File: config.mk
export PLATFORM = sky130hd
export DESIGN_NAME = cmp_test_sequencer_flat
export DESIGN_NICKNAME = d
export VERILOG_FILES = /design/src/rtl/cmp_test_sequencer_if.sv /design/src/rtl/cmp_test_sequencer.sv /design/src/flat_wrapper.sv
export SDC_FILE = /design/constraint.sdc
export NUM_CORES = 1
export LEC_CHECK = 0
export CORE_MARGIN = 2
export CORE_UTILIZATION = 35
export CTS_CLUSTER_DIAMETER = 40
export DETAILED_ROUTE_END_ITERATION = 8
export GPL_ROUTABILITY_DRIVEN = 0
export GPL_TIMING_DRIVEN = 1
export PLACE_DENSITY = 0.7
export SYNTH_ARGS = -nofsm -noshare
export SYNTH_HDL_FRONTEND = slang
export SYNTH_SLANG_ARGS = --single-unit
File: constraint.sdc
create_clock -name clk -period 4.3 [get_ports clk]
set_clock_uncertainty 0.05 [all_clocks]
set_input_delay 0.86 -clock clk [delete_from_list [all_inputs] [get_ports clk]]
set_output_delay 0.86 -clock clk [all_outputs]
set_load 0.01 [all_outputs]
File: src/rtl/cmp_test_sequencer_if.sv
// Bundles the sequencer's control, response and result signals between the
// fault-simulation bench (master) and the test sequencer (slave).
interface cmp_test_sequencer_if #(
  parameter int WIDTH = 2
);
  logic             start;
  logic             abort;
  logic             cut_resp;
  logic             gold_resp;
  logic [WIDTH-1:0] pat_out;
  logic             pat_valid;
  logic             busy;
  logic             done;
  logic [WIDTH:0]   fail_cnt;
  logic             first_fail_valid;
  logic [WIDTH-1:0] first_fail_pat;

  modport master (
    output start, abort, cut_resp, gold_resp,
    input  pat_out, pat_valid, busy, done, fail_cnt, first_fail_valid, first_fail_pat
  );

  modport slave (
    input  start, abort, cut_resp, gold_resp,
    output pat_out, pat_valid, busy, done, fail_cnt, first_fail_valid, first_fail_pat
  );
endinterface

File: src/rtl/cmp_test_sequencer.sv
// Steps a combinational comparator through every input pattern, waits a fixed
// settle time per pattern and tallies mismatches against a golden response.
module cmp_test_sequencer #(
  parameter int WIDTH  = 2,
  parameter int SETTLE = 1
) (
  input  logic                 clk,
  input  logic                 rst,
  cmp_test_sequencer_if.slave  bus
);

  localparam int               CNT_W    = (SETTLE > 1) ? $clog2(SETTLE) : 1;
  localparam logic [CNT_W-1:0] CNT_LAST = CNT_W'(SETTLE - 1);
  localparam logic [WIDTH-1:0] PAT_LAST = '1;

  typedef enum logic [1:0] {
    S_IDLE,
    S_SETTLE,
    S_SAMPLE,
    S_DONE
  } state_t;

  state_t           state_q, state_d;
  logic [CNT_W-1:0] cnt_q, cnt_d;
  logic [WIDTH-1:0] pat_q, pat_d;
  logic [WIDTH:0]   fail_q, fail_d;
  logic             ffv_q, ffv_d;
  logic [WIDTH-1:0] ffp_q, ffp_d;

  // NOTE: every signal gets its hold value before the case, so no path
  // through this block leaves one unassigned and no latch is inferred.
  always_comb begin
    state_d       = state_q;
    cnt_d         = cnt_q;
    pat_d         = pat_q;
    fail_d        = fail_q;
    ffv_d         = ffv_q;
    ffp_d         = ffp_q;
    bus.busy      = 1'b0;
    bus.pat_valid = 1'b0;
    bus.done      = 1'b0;

    case (state_q)
      S_IDLE: begin
        if (bus.start && !bus.abort) begin
          pat_d   = '0;
          cnt_d   = '0;
          fail_d  = '0;
          ffv_d   = 1'b0;
          ffp_d   = '0;
          state_d = S_SETTLE;
        end
      end

      S_SETTLE: begin
        bus.busy      = 1'b1;
        bus.pat_valid = 1'b1;
        cnt_d         = cnt_q + CNT_W'(1);
        if (bus.abort) begin
          state_d = S_IDLE;
        end else if (cnt_q == CNT_LAST) begin
          state_d = S_SAMPLE;
        end
      end

      S_SAMPLE: begin
        bus.busy      = 1'b1;
        bus.pat_valid = 1'b1;
        // An abort here drops this cycle's comparison; partial results hold.
        if (bus.abort) begin
          state_d = S_IDLE;
        end else begin
          if (bus.cut_resp != bus.gold_resp) begin
            fail_d = fail_q + (WIDTH+1)'(1);
            if (!ffv_q) begin
              ffv_d = 1'b1;
              ffp_d = pat_q;
            end
          end
          if (pat_q == PAT_LAST) begin
            state_d = S_DONE;
          end else begin
            pat_d   = pat_q + WIDTH'(1);
            cnt_d   = '0;
            state_d = S_SETTLE;
          end
        end
      end

      S_DONE: begin
        bus.busy = 1'b1;
        bus.done = 1'b1;
        state_d  = S_IDLE;
      end

      default: state_d = S_IDLE;
    endcase
  end

  // NOTE: state is updated with non-blocking assignments so every register
  // samples the pre-edge values regardless of statement order.
  always_ff @(posedge clk) begin
    if (rst) begin
      state_q <= S_IDLE;
      cnt_q   <= '0;
      pat_q   <= '0;
      fail_q  <= '0;
      ffv_q   <= 1'b0;
      ffp_q   <= '0;
    end else begin
      state_q <= state_d;
      cnt_q   <= cnt_d;
      pat_q   <= pat_d;
      fail_q  <= fail_d;
      ffv_q   <= ffv_d;
      ffp_q   <= ffp_d;
    end
  end

  assign bus.pat_out          = pat_q;
  assign bus.fail_cnt         = fail_q;
  assign bus.first_fail_valid = ffv_q;
  assign bus.first_fail_pat   = ffp_q;

endmodule

File: src/flat_wrapper.sv
// flat-port wrapper written by rule: the top's interface ports become plain ports
module cmp_test_sequencer_flat 
#(
  parameter int WIDTH  = 2,
  parameter int SETTLE = 1
)
  (clk, rst, bus_start, bus_abort, bus_cut_resp, bus_gold_resp, bus_pat_out, bus_pat_valid, bus_busy, bus_done, bus_fail_cnt, bus_first_fail_valid, bus_first_fail_pat);
  cmp_test_sequencer_if #(.WIDTH(WIDTH)) bus_i ();
  input  logic clk;
  input  logic rst;
  input wire logic [$bits(bus_i.start)-1:0] bus_start;
  input wire logic [$bits(bus_i.abort)-1:0] bus_abort;
  input wire logic [$bits(bus_i.cut_resp)-1:0] bus_cut_resp;
  input wire logic [$bits(bus_i.gold_resp)-1:0] bus_gold_resp;
  output wire logic [$bits(bus_i.pat_out)-1:0] bus_pat_out;
  output wire logic [$bits(bus_i.pat_valid)-1:0] bus_pat_valid;
  output wire logic [$bits(bus_i.busy)-1:0] bus_busy;
  output wire logic [$bits(bus_i.done)-1:0] bus_done;
  output wire logic [$bits(bus_i.fail_cnt)-1:0] bus_fail_cnt;
  output wire logic [$bits(bus_i.first_fail_valid)-1:0] bus_first_fail_valid;
  output wire logic [$bits(bus_i.first_fail_pat)-1:0] bus_first_fail_pat;
  assign bus_i.start = bus_start;
  assign bus_i.abort = bus_abort;
  assign bus_i.cut_resp = bus_cut_resp;
  assign bus_i.gold_resp = bus_gold_resp;
  assign bus_pat_out = bus_i.pat_out;
  assign bus_pat_valid = bus_i.pat_valid;
  assign bus_busy = bus_i.busy;
  assign bus_done = bus_i.done;
  assign bus_fail_cnt = bus_i.fail_cnt;
  assign bus_first_fail_valid = bus_i.first_fail_valid;
  assign bus_first_fail_pat = bus_i.first_fail_pat;
  cmp_test_sequencer #(.WIDTH(WIDTH), .SETTLE(SETTLE)) u_core (.clk(clk), .rst(rst), .bus(bus_i));
endmodule
==> results of run 1 <==
## power breakdown
group	total [mW]	leakage (nW)	internal, mW	switching [mW]
logic	0.0575	0.248	0.0282	0.0293
registers	0.108	0.0890	0.105	0.00335
clock network	0.0673	0.0150	0.0359	0.0314
total	0.233	0.352	0.169	0.0641
## critical path, delay by kind of cell, from the launching register on
kind	cells	cell delay, ns
buffers and inverters	3	0.73
DFF	1	0.42
adders and majority gates	1	0.32
## layout make-up
class / count / area [um2]
fillers: 193 / 1052
multi-input cells: 58 / 470.5
flip-flops and latches: 11 / 220.2
repair buffers: 16 / 160.2
well taps: 27 / 33.78
clock buffers: 4 / 26.28
inverters: 5 / 18.77
## cells in the final DEF, fill, tap and decap left out, types with 2 or more instances in the layout
cell and instances:
a21oi_1 3, clkbuf_4 3, clkdlybuf4s50_1 16, dfxtp_1 11, ha_1 9, inv_1 5, mux2i_1 7, nand2b_1 5
nand3b_1 2, nor2_1 8, nor2b_1 2, nor3_1 4
## per-stage QoR
| stage | worst slack (ns) | utilization | instance area (um2) |
|---|---|---|---|
| final | 1.662 | 0.4691 | 929.6 |
| after floorplan | 2.423 | - | 742.0 |
| after global placement | 1.843 | 0.4558 | 903.4 |
| after CTS | 1.637 | 0.4691 | 929.6 |
| after global routing | 1.549 | 0.4691 | 929.6 |
| after detailed placement | 1.854 | 0.4558 | 903.4 |
## layer usage
| metal | global-route usage | share of wire |
|---|---|---|
| met5 | 0 | 0 |
| met4 | 0.01852 | 0 |
| met3 | 0.04848 | 0.059 |
| met2 | 0.2325 | 0.49 |
| met1 | 0.1479 | 0.45 |
## registers in the layout (all words and copies together), names as in the netlist
name                         count
u_core.bus.first_fail_valid      1
u_core.bus.fail_cnt              3
u_core.cnt_q                     1
u_core.bus.pat_out               2
u_core.bus.first_fail_pat        2
u_core.state_q                   2
## logic make-up after synthesis
group,share of synthesized area
flip-flops,0.2968
buffers and inverters,0.06914
XOR/XNOR,0.01181
AND/OR/NAND/NOR,0.1990
AO/OA/AOI/OAI,0.1771
adder cells (fa/ha/maj),0.1518
multiplexers,0.09444
## path summary, 6_finish.rpt
path / from / end
hold reg to reg: u_core.bus.first_fail_pat[0] / u_core.bus.first_fail_pat[0]
setup reg to reg: u_core.state_q[0] / u_core.bus.fail_cnt[2]
setup / recovery: u_core.state_q[0] / bus_busy
hold / removal: u_core.bus.first_fail_pat[0] / u_core.bus.first_fail_pat[0]
==> flow_metrics.env, run 1 <==
export IMPL_first_pass_iters=4
export IMPL_port_buffers=16
export IMPL_grt_pass1_vias=601
export IMPL_cts_tree="built"
export IMPL_rows=16
export IMPL_slew_violations=0
export IMPL_die_h_um=50.04
export IMPL_start_util=0.3744
export IMPL_critPathMaxFanout=8
export IMPL_synth_edff_count=0
export IMPL_vias=600
export IMPL_peakVddDrop_mv=0.1977
export IMPL_relSlewSlack=0.6828
export IMPL_syn_cell_area_um2=742.0
export IMPL_hold_viol=0
export IMPL_drt_initial_drc_count=10
export IMPL_ys_top_cells_by_count="11 x dfxtp_1, 9 x ha_1, 8 x nor2_1"
export IMPL_die_x_um=50.04
export IMPL_clk_latency_ns=0.26
export IMPL_synth_seq_area_share=0.2968
export IMPL_worst_pin_slew_ns=0.4747
export IMPL_worstPathArrival_ns=1.73
export IMPL_setup_tns_ns=0
export IMPL_core_area_um2=1982
export IMPL_cts_setup_buffers=0
export IMPL_maxCapViolCount=0
export IMPL_synth_cell_types=32
export IMPL_grt_max_degree=15
export IMPL_grt_pass1_wl_um=2553
export IMPL_yosysWarningCount=0
export IMPL_end_kind="output pin"
export IMPL_worstHoldPathType="reg2reg"
export IMPL_yosysTopAreaCell="dfxtp_1"
export IMPL_hold_slack_ns=0.4261
export IMPL_synth_net_count=93
export IMPL_outcome="finished clean"
export IMPL_cts_buffer_depth=2
export IMPL_power_density_nw_per_um2=250.4
export IMPL_cp_required_ns=3.39
export IMPL_drive_gt1_frac=0.07447
export IMPL_setup_viol=0
export IMPL_clkSlewWorstSetupHoldPaths_ns=0.06
export IMPL_synthArstFlopShare=0
export IMPL_fin_crit_sh=0.6136
export IMPL_cts_made_buffers=3
export IMPL_hpwl_um=1057
export IMPL_slowest_delay_ns=0.53
export IMPL_cp_cell_sequence="inv_1 -> ha_1 -> inv_1 -> clkdlybuf4s50_1"
export IMPL_fin_cells=121
export IMPL_grt_ovfl_total=0
export IMPL_cts_hold_fix_buffers=0
export IMPL_synth_area_per_cell_um2=9.512
export IMPL_startpoint_type="flip-flop"
export IMPL_synth_most_common_cell="dfxtp_1"
export IMPL_rrSetupSlack_ns=2.30
export IMPL_ys_ff_latch=11
export IMPL_dp_cells=117
export IMPL_routedWlPerCell_um=11.65
export IMPL_ys_top_cells_by_area="dfxtp_1 30%, ha_1 15%, mux2i_1 9.4%"
export IMPL_slowest_stage="clkdlybuf4s50_1"
export IMPL_htree_levels=1
export IMPL_crit_type="reg2out"
export IMPL_fmax_mhz=379.0
export IMPL_root_buffer="clkbuf_4"
export IMPL_grt_total_usage=0.1300
export IMPL_synth_top_cell_area_share=0.2968
export IMPL_n_antenna_cell=0
export IMPL_synthToLayoutAreaGrowth_pct=25.30
export IMPL_antenna_found_initial=0
export IMPL_cp_common_cell="inv_1"
export IMPL_ant_nets=0
export IMPL_layout_min_cycle_time_ns=2.638
export IMPL_routed_wirelength_um=1410
export IMPL_total_leakage_power_nw=0.3517
export IMPL_rsz0062_at_grt="false"
export IMPL_cts_resized=0
export IMPL_vias_per_cell=4.959
export IMPL_ys_flop_type="dfxtp_1"
export IMPL_fin_total_pwr_mw=0.2328
export IMPL_whs_path_depth=2
export IMPL_syn_inst=78
export IMPL_nets=110
export IMPL_clock_sinks=11
export IMPL_worstRegToRegCells=6
export IMPL_io_pins=17
export IMPL_drc=0
export IMPL_dieArea_um2=2504
No activity file was read; power rests on OpenSTA's default activity.
==> run 2: changes to the inputs <==
Settings changed: PLACE_DENSITY 0.7 to 0.72.
Clock period 4.3 ns to 2.3 ns, I/O delays scaled along.
==> flow_metrics.env, run 2 (synthesis results as in run 1) <==
export IMPL_root_buffer="clkbuf_4"
export IMPL_grt_total_usage=0.1216
export IMPL_die_x_um=50.04
export IMPL_drt_initial_drc_count=9
export IMPL_met2_usage=0.1974
export IMPL_worstHoldPathType="reg2reg"
export IMPL_cts_setup_buffers=0
export IMPL_routed_wirelength_um=1368
export IMPL_fin_ws_ns=0.1104
export IMPL_gr_usage_met1=0.1510
export IMPL_worstPathArrival_ns=1.68
export IMPL_fin_crit_sh=0.9520
export IMPL_vias_per_cell=4.901
export IMPL_crit_type="reg2out"
export IMPL_setup_tns_ns=0
export IMPL_slew_violations=0
export IMPL_met3_usage=0.05455
export IMPL_grt_pass1_vias=561
export IMPL_maxCapViolCount=0
export IMPL_layout_min_cycle_time_ns=2.190
export IMPL_fmax_mhz=456.7
export IMPL_critPathMaxFanout=5
export IMPL_clkSlewWorstSetupHoldPaths_ns=0.07
export IMPL_n_antenna_cell=0
export IMPL_nets=110
export IMPL_hpwl_um=1054
export IMPL_cp_num_buf_inv=2
export IMPL_fin_total_pwr_mw=0.4409
export IMPL_cts_buffer_depth=2
export IMPL_port_buffers=16
export IMPL_io_pins=17
export IMPL_drc=0
export IMPL_busiest_layer="met2"
export IMPL_antenna_found_initial=0
export IMPL_startpoint_type="flip-flop"
export IMPL_grt_ovfl_total=0
export IMPL_first_pass_iters=2
export IMPL_cts_hold_fix_buffers=0
export IMPL_die_h_um=50.04
export IMPL_drive_gt1_frac=0.08511
export IMPL_largest_reg_flops=3
export IMPL_cts_tree="built"
export IMPL_clock_sinks=11
export IMPL_ant_nets=0
export IMPL_grt_pass1_wl_um=2387
export IMPL_total_leakage_power_nw=0.3507
export IMPL_slowest_delay_ns=0.53
export IMPL_fin_cells=121
export IMPL_htree_levels=1
export IMPL_start_util=0.3744
export IMPL_dp_cells=117
export IMPL_slowest_stage="clkdlybuf4s50_1"
export IMPL_worst_pin_slew_ns=0.4834
export IMPL_vias=593
export IMPL_synthToLayoutAreaGrowth_pct=25.63
export IMPL_clk_latency_ns=0.26
export IMPL_power_density_nw_per_um2=473.0
export IMPL_relSlewSlack=0.6767
export IMPL_pre_cts_slack_ns=0.2541
export IMPL_rows=16
export IMPL_mostFrequentLayoutCells="16 x clkdlybuf4s50_1, 11 x dfxtp_1, 8 x nor2_1, 8 x ha_1, 7 x mux2i_1"
export IMPL_final_common_cell="clkdlybuf4s50_1"
export IMPL_dieArea_um2=2504
export IMPL_cp_required_ns=1.79
export IMPL_cts_resized=0
export IMPL_cts_made_buffers=3
export IMPL_hold_viol=0
export IMPL_core_area_um2=1982
export IMPL_cpLargestDelayFamily="buffers and inverters"
export IMPL_end_kind="output pin"
export IMPL_grt_max_degree=15
export IMPL_routedWlPerCell_um=11.31
export IMPL_cp_cell_sequence="inv_1 -> ha_2 -> clkdlybuf4s50_1"
export IMPL_rsz0062_at_grt="false"
export IMPL_peakVddDrop_mv=0.4485
export IMPL_outcome="finished clean"
export IMPL_setup_viol=0
[run 2: cell types whose count changed in the layout (fill, tap and decap cells not counted)]
| cell | delta |
|---|---|
| ha_2 | +1 |
| ha_1 | -1 |
[run 2: path summary, 6_finish.rpt]
path	end	slack [ns]	from	cells past startpoint
worst max-delay path	bus_pat_valid	0.11	u_core.state_q[0]	3
worst min-delay path	u_core.bus.first_fail_pat[1]	0.42	u_core.bus.first_fail_pat[1]	2
worst max register to register	u_core.bus.fail_cnt[2]	0.36	u_core.state_q[0]	6
worst min register to register	u_core.bus.first_fail_pat[1]	0.42	u_core.bus.first_fail_pat[1]	2
[run 2: layout make-up]
| type | count | area [um2] |
|---|---|---|
| clock buffers | 4 | 26.28 |
| fillers | 200 | 1050 |
| inverters | 5 | 18.77 |
| multi-input cells | 58 | 473.0 |
| flip-flops and latches | 11 | 220.2 |
| well taps | 27 | 33.78 |
| repair buffers | 16 | 160.2 |
[run 2: stage by stage]
stage / util / instance area (um2) / hold slack [ns]
floorplan: - / 742.0 / 0.4334
global placement: 0.4558 / 903.4 / 0.4111
detailed placement: 0.4558 / 903.4 / 0.4146
CTS: 0.4691 / 929.6 / 0.4285
global route: 0.4703 / 932.1 / 0.4599
finish: 0.4703 / 932.1 / 0.4237
[run 2: per-layer routing]
layer / wire length [um] / vias to the layer above
li1: - / 310
met1: 676 / 268
met2: 618 / 15
met3: 73 / 0
met4: 0 / 0
met5: 0 / -
[run 2: power by group]
| part | leakage (nW) | internal, mW | switching, mW |
|---|---|---|---|
| clock network | 0.0150 | 0.0670 | 0.0634 |
| logic | 0.247 | 0.0542 | 0.0544 |
| registers | 0.0890 | 0.195 | 0.00645 |
[run 2: worst reg2reg max path: stages (launching register included)]
cell and delay [ns]:
dfxtp_1 0.36, inv_1 0.15, ha_1 0.40, nand2b_2 0.14, a221oi_4 0.39, o21ai_1 0.12, a32o_1 0.22
==> run 3: changes to the inputs <==
Settings changed: CORE_UTILIZATION 35 to 43, PLACE_DENSITY 0.72 to 0.84.
==> flow_metrics.env, run 3 (synthesis results as in run 1) <==
export IMPL_hpwl_um=1105
export IMPL_ant_nets=0
export IMPL_grt_total_usage=0.1703
export IMPL_grt_pass1_vias=542
export IMPL_r2r_start="u_core.state_q[0]"
export IMPL_min_delay_start="u_core.bus.first_fail_pat[1]"
export IMPL_drc=0
export IMPL_setup_viol=0
export IMPL_pre_cts_slack_ns=0.2528
export IMPL_cp_num_buf_inv=2
export IMPL_cts_hold_fix_buffers=0
export IMPL_worst_pin_slew_ns=0.5145
export IMPL_mostFrequentLayoutCells="16 x clkdlybuf4s50_1, 10 x dfxtp_1, 8 x nor2_1, 8 x ha_1, 7 x mux2i_1"
export IMPL_worstHoldPathType="reg2reg"
export IMPL_cts_made_buffers=3
export IMPL_whs_path_depth=2
export IMPL_synthToLayoutAreaGrowth_pct=24.11
export IMPL_root_buffer="clkbuf_4"
export IMPL_slowest_delay_ns=0.53
export IMPL_vias_per_cell=5.396
export IMPL_fill_cells=144
export IMPL_cp_cell_sequence="inv_1 -> ha_2 -> clkdlybuf4s50_1"
export IMPL_core_area_um2=1670
export IMPL_slowest_stage="clkdlybuf4s50_1"
export IMPL_placed_cell_area_um2=890.9
export IMPL_dieArea_um2=2074
export IMPL_drt_initial_drc_count=13
export IMPL_die_x_um=45.54
export IMPL_final_common_cell="clkdlybuf4s50_1"
export IMPL_layout_min_cycle_time_ns=2.168
export IMPL_dp_cells=107
export IMPL_clkSlewWorstSetupHoldPaths_ns=0.07
export IMPL_worstPathArrival_ns=1.66
export IMPL_fin_crit_sh=0.9427
export IMPL_cts_buffer_depth=2
export IMPL_fin_ws_ns=0.1319
export IMPL_fmax_mhz=461.2
export IMPL_critPathMaxFanout=5
export IMPL_cp_required_ns=1.79
export IMPL_largest_reg_flops=3
export IMPL_clk_latency_ns=0.27
export IMPL_setup_tns_ns=0
export IMPL_outcome="finished clean"
export IMPL_power_density_nw_per_um2=485.2
export IMPL_min_to="u_core.bus.first_fail_pat[1]"
export IMPL_cts_tree="built"
export IMPL_fin_total_pwr_mw=0.4468
export IMPL_vias=599
export IMPL_grt_max_degree=15
export IMPL_routed_wirelength_um=1460
export IMPL_grt_ovfl_total=0
export IMPL_path_depth=3
export IMPL_io_pins=17
export IMPL_total_leakage_power_nw=0.3512
export IMPL_end_kind="output pin"
export IMPL_htree_levels=1
export IMPL_crit_type="reg2out"
export IMPL_rrSetupSlack_ns=0.37
export IMPL_nets=110
export IMPL_peakVddDrop_mv=0.2711
export IMPL_rsz0062_at_grt="false"
export IMPL_r2r_end="u_core.bus.fail_cnt[2]"
export IMPL_first_pass_iters=4
export IMPL_worstRegToRegCells=6
export IMPL_antenna_found_initial=0
export IMPL_maxCapViolCount=0
export IMPL_slew_violations=0
export IMPL_n_antenna_cell=0
export IMPL_fin_cells=111
export IMPL_hold_viol=0
export IMPL_cpLargestDelayFamily="buffers and inverters"
export IMPL_routedWlPerCell_um=13.15
export IMPL_startpoint_type="flip-flop"
export IMPL_grt_pass1_wl_um=2470
export IMPL_drive_gt1_frac=0.09574
export IMPL_port_buffers=16
export IMPL_clock_sinks=11
export IMPL_rows=15
export IMPL_relSlewSlack=0.6561
export IMPL_start_util=0.4442
export IMPL_die_h_um=45.54
export IMPL_final_area_um2=920.9
run 3: worst max-delay path by stage:
| stage | slack [ns] | to | start |
|---|---|---|---|
| final | 0.13 | bus_pat_valid | u_core.state_q[0] |
| after global routing | 0.06 | bus_busy | u_core.state_q[0] |
| after CTS | 0.04 | bus_busy | u_core.state_q[0] |
| after detailed placement | 0.25 | u_core.state_q[1] | bus_abort |
| after global placement | 0.28 | u_core.cnt_q | bus_start |
| after floorplan | 0.52 | u_core.bus.fail_cnt[2] | u_core.state_q[0] |
run 3: stage by stage:
stage | hold slack, ns | utilization
after floorplan | 0.4334 | -
final | 0.4306 | 0.5513
after global routing | 0.4664 | 0.5513
after CTS | 0.4375 | 0.5491
after global placement | 0.4092 | 0.5333
after detailed placement | 0.4245 | 0.5333
run 3: power breakdown:
group | total [mW] | switching (mW) | internal [mW]
Combinational | 0.109 | 0.0555 | 0.0539
Sequential | 0.202 | 0.00620 | 0.195
Clock | 0.136 | 0.0687 | 0.0671
run 3: cell type report:
class,count,area [um2],share of cell area
multi-input combinational,58,473.0,0.5136
sequential,11,221.5,0.2405
timing repair buffer,16,160.2,0.1739
clock buffer,4,26.28,0.02853
tap,17,21.27,0.02310
inverter,5,18.77,0.02038
run 3: timing repair:
action / CTS / global route
setup endpoints to repair: 0 / 1
resized for setup: 0 / 2
endpoints found under the hold margin: 0 / 0
buffers inserted: 0 / 0
run 3: per-layer routing:
layer / wire length, um / track usage / up-vias
li1: - / - / 307
met1: 663 / 0.2217 / 275
met3: 68 / 0.05952 / 2
met2: 719 / 0.2620 / 15
met4: 9 / 0.05294 / 0
met5: 0 / 0 / -
run 3: worst min-delay path: cells and delay by family, from the launching register on:
family	cells	cell delay (ns)
DFF	1	0.31
muxes	1	0.06
and+or+nand+nor	1	0.06
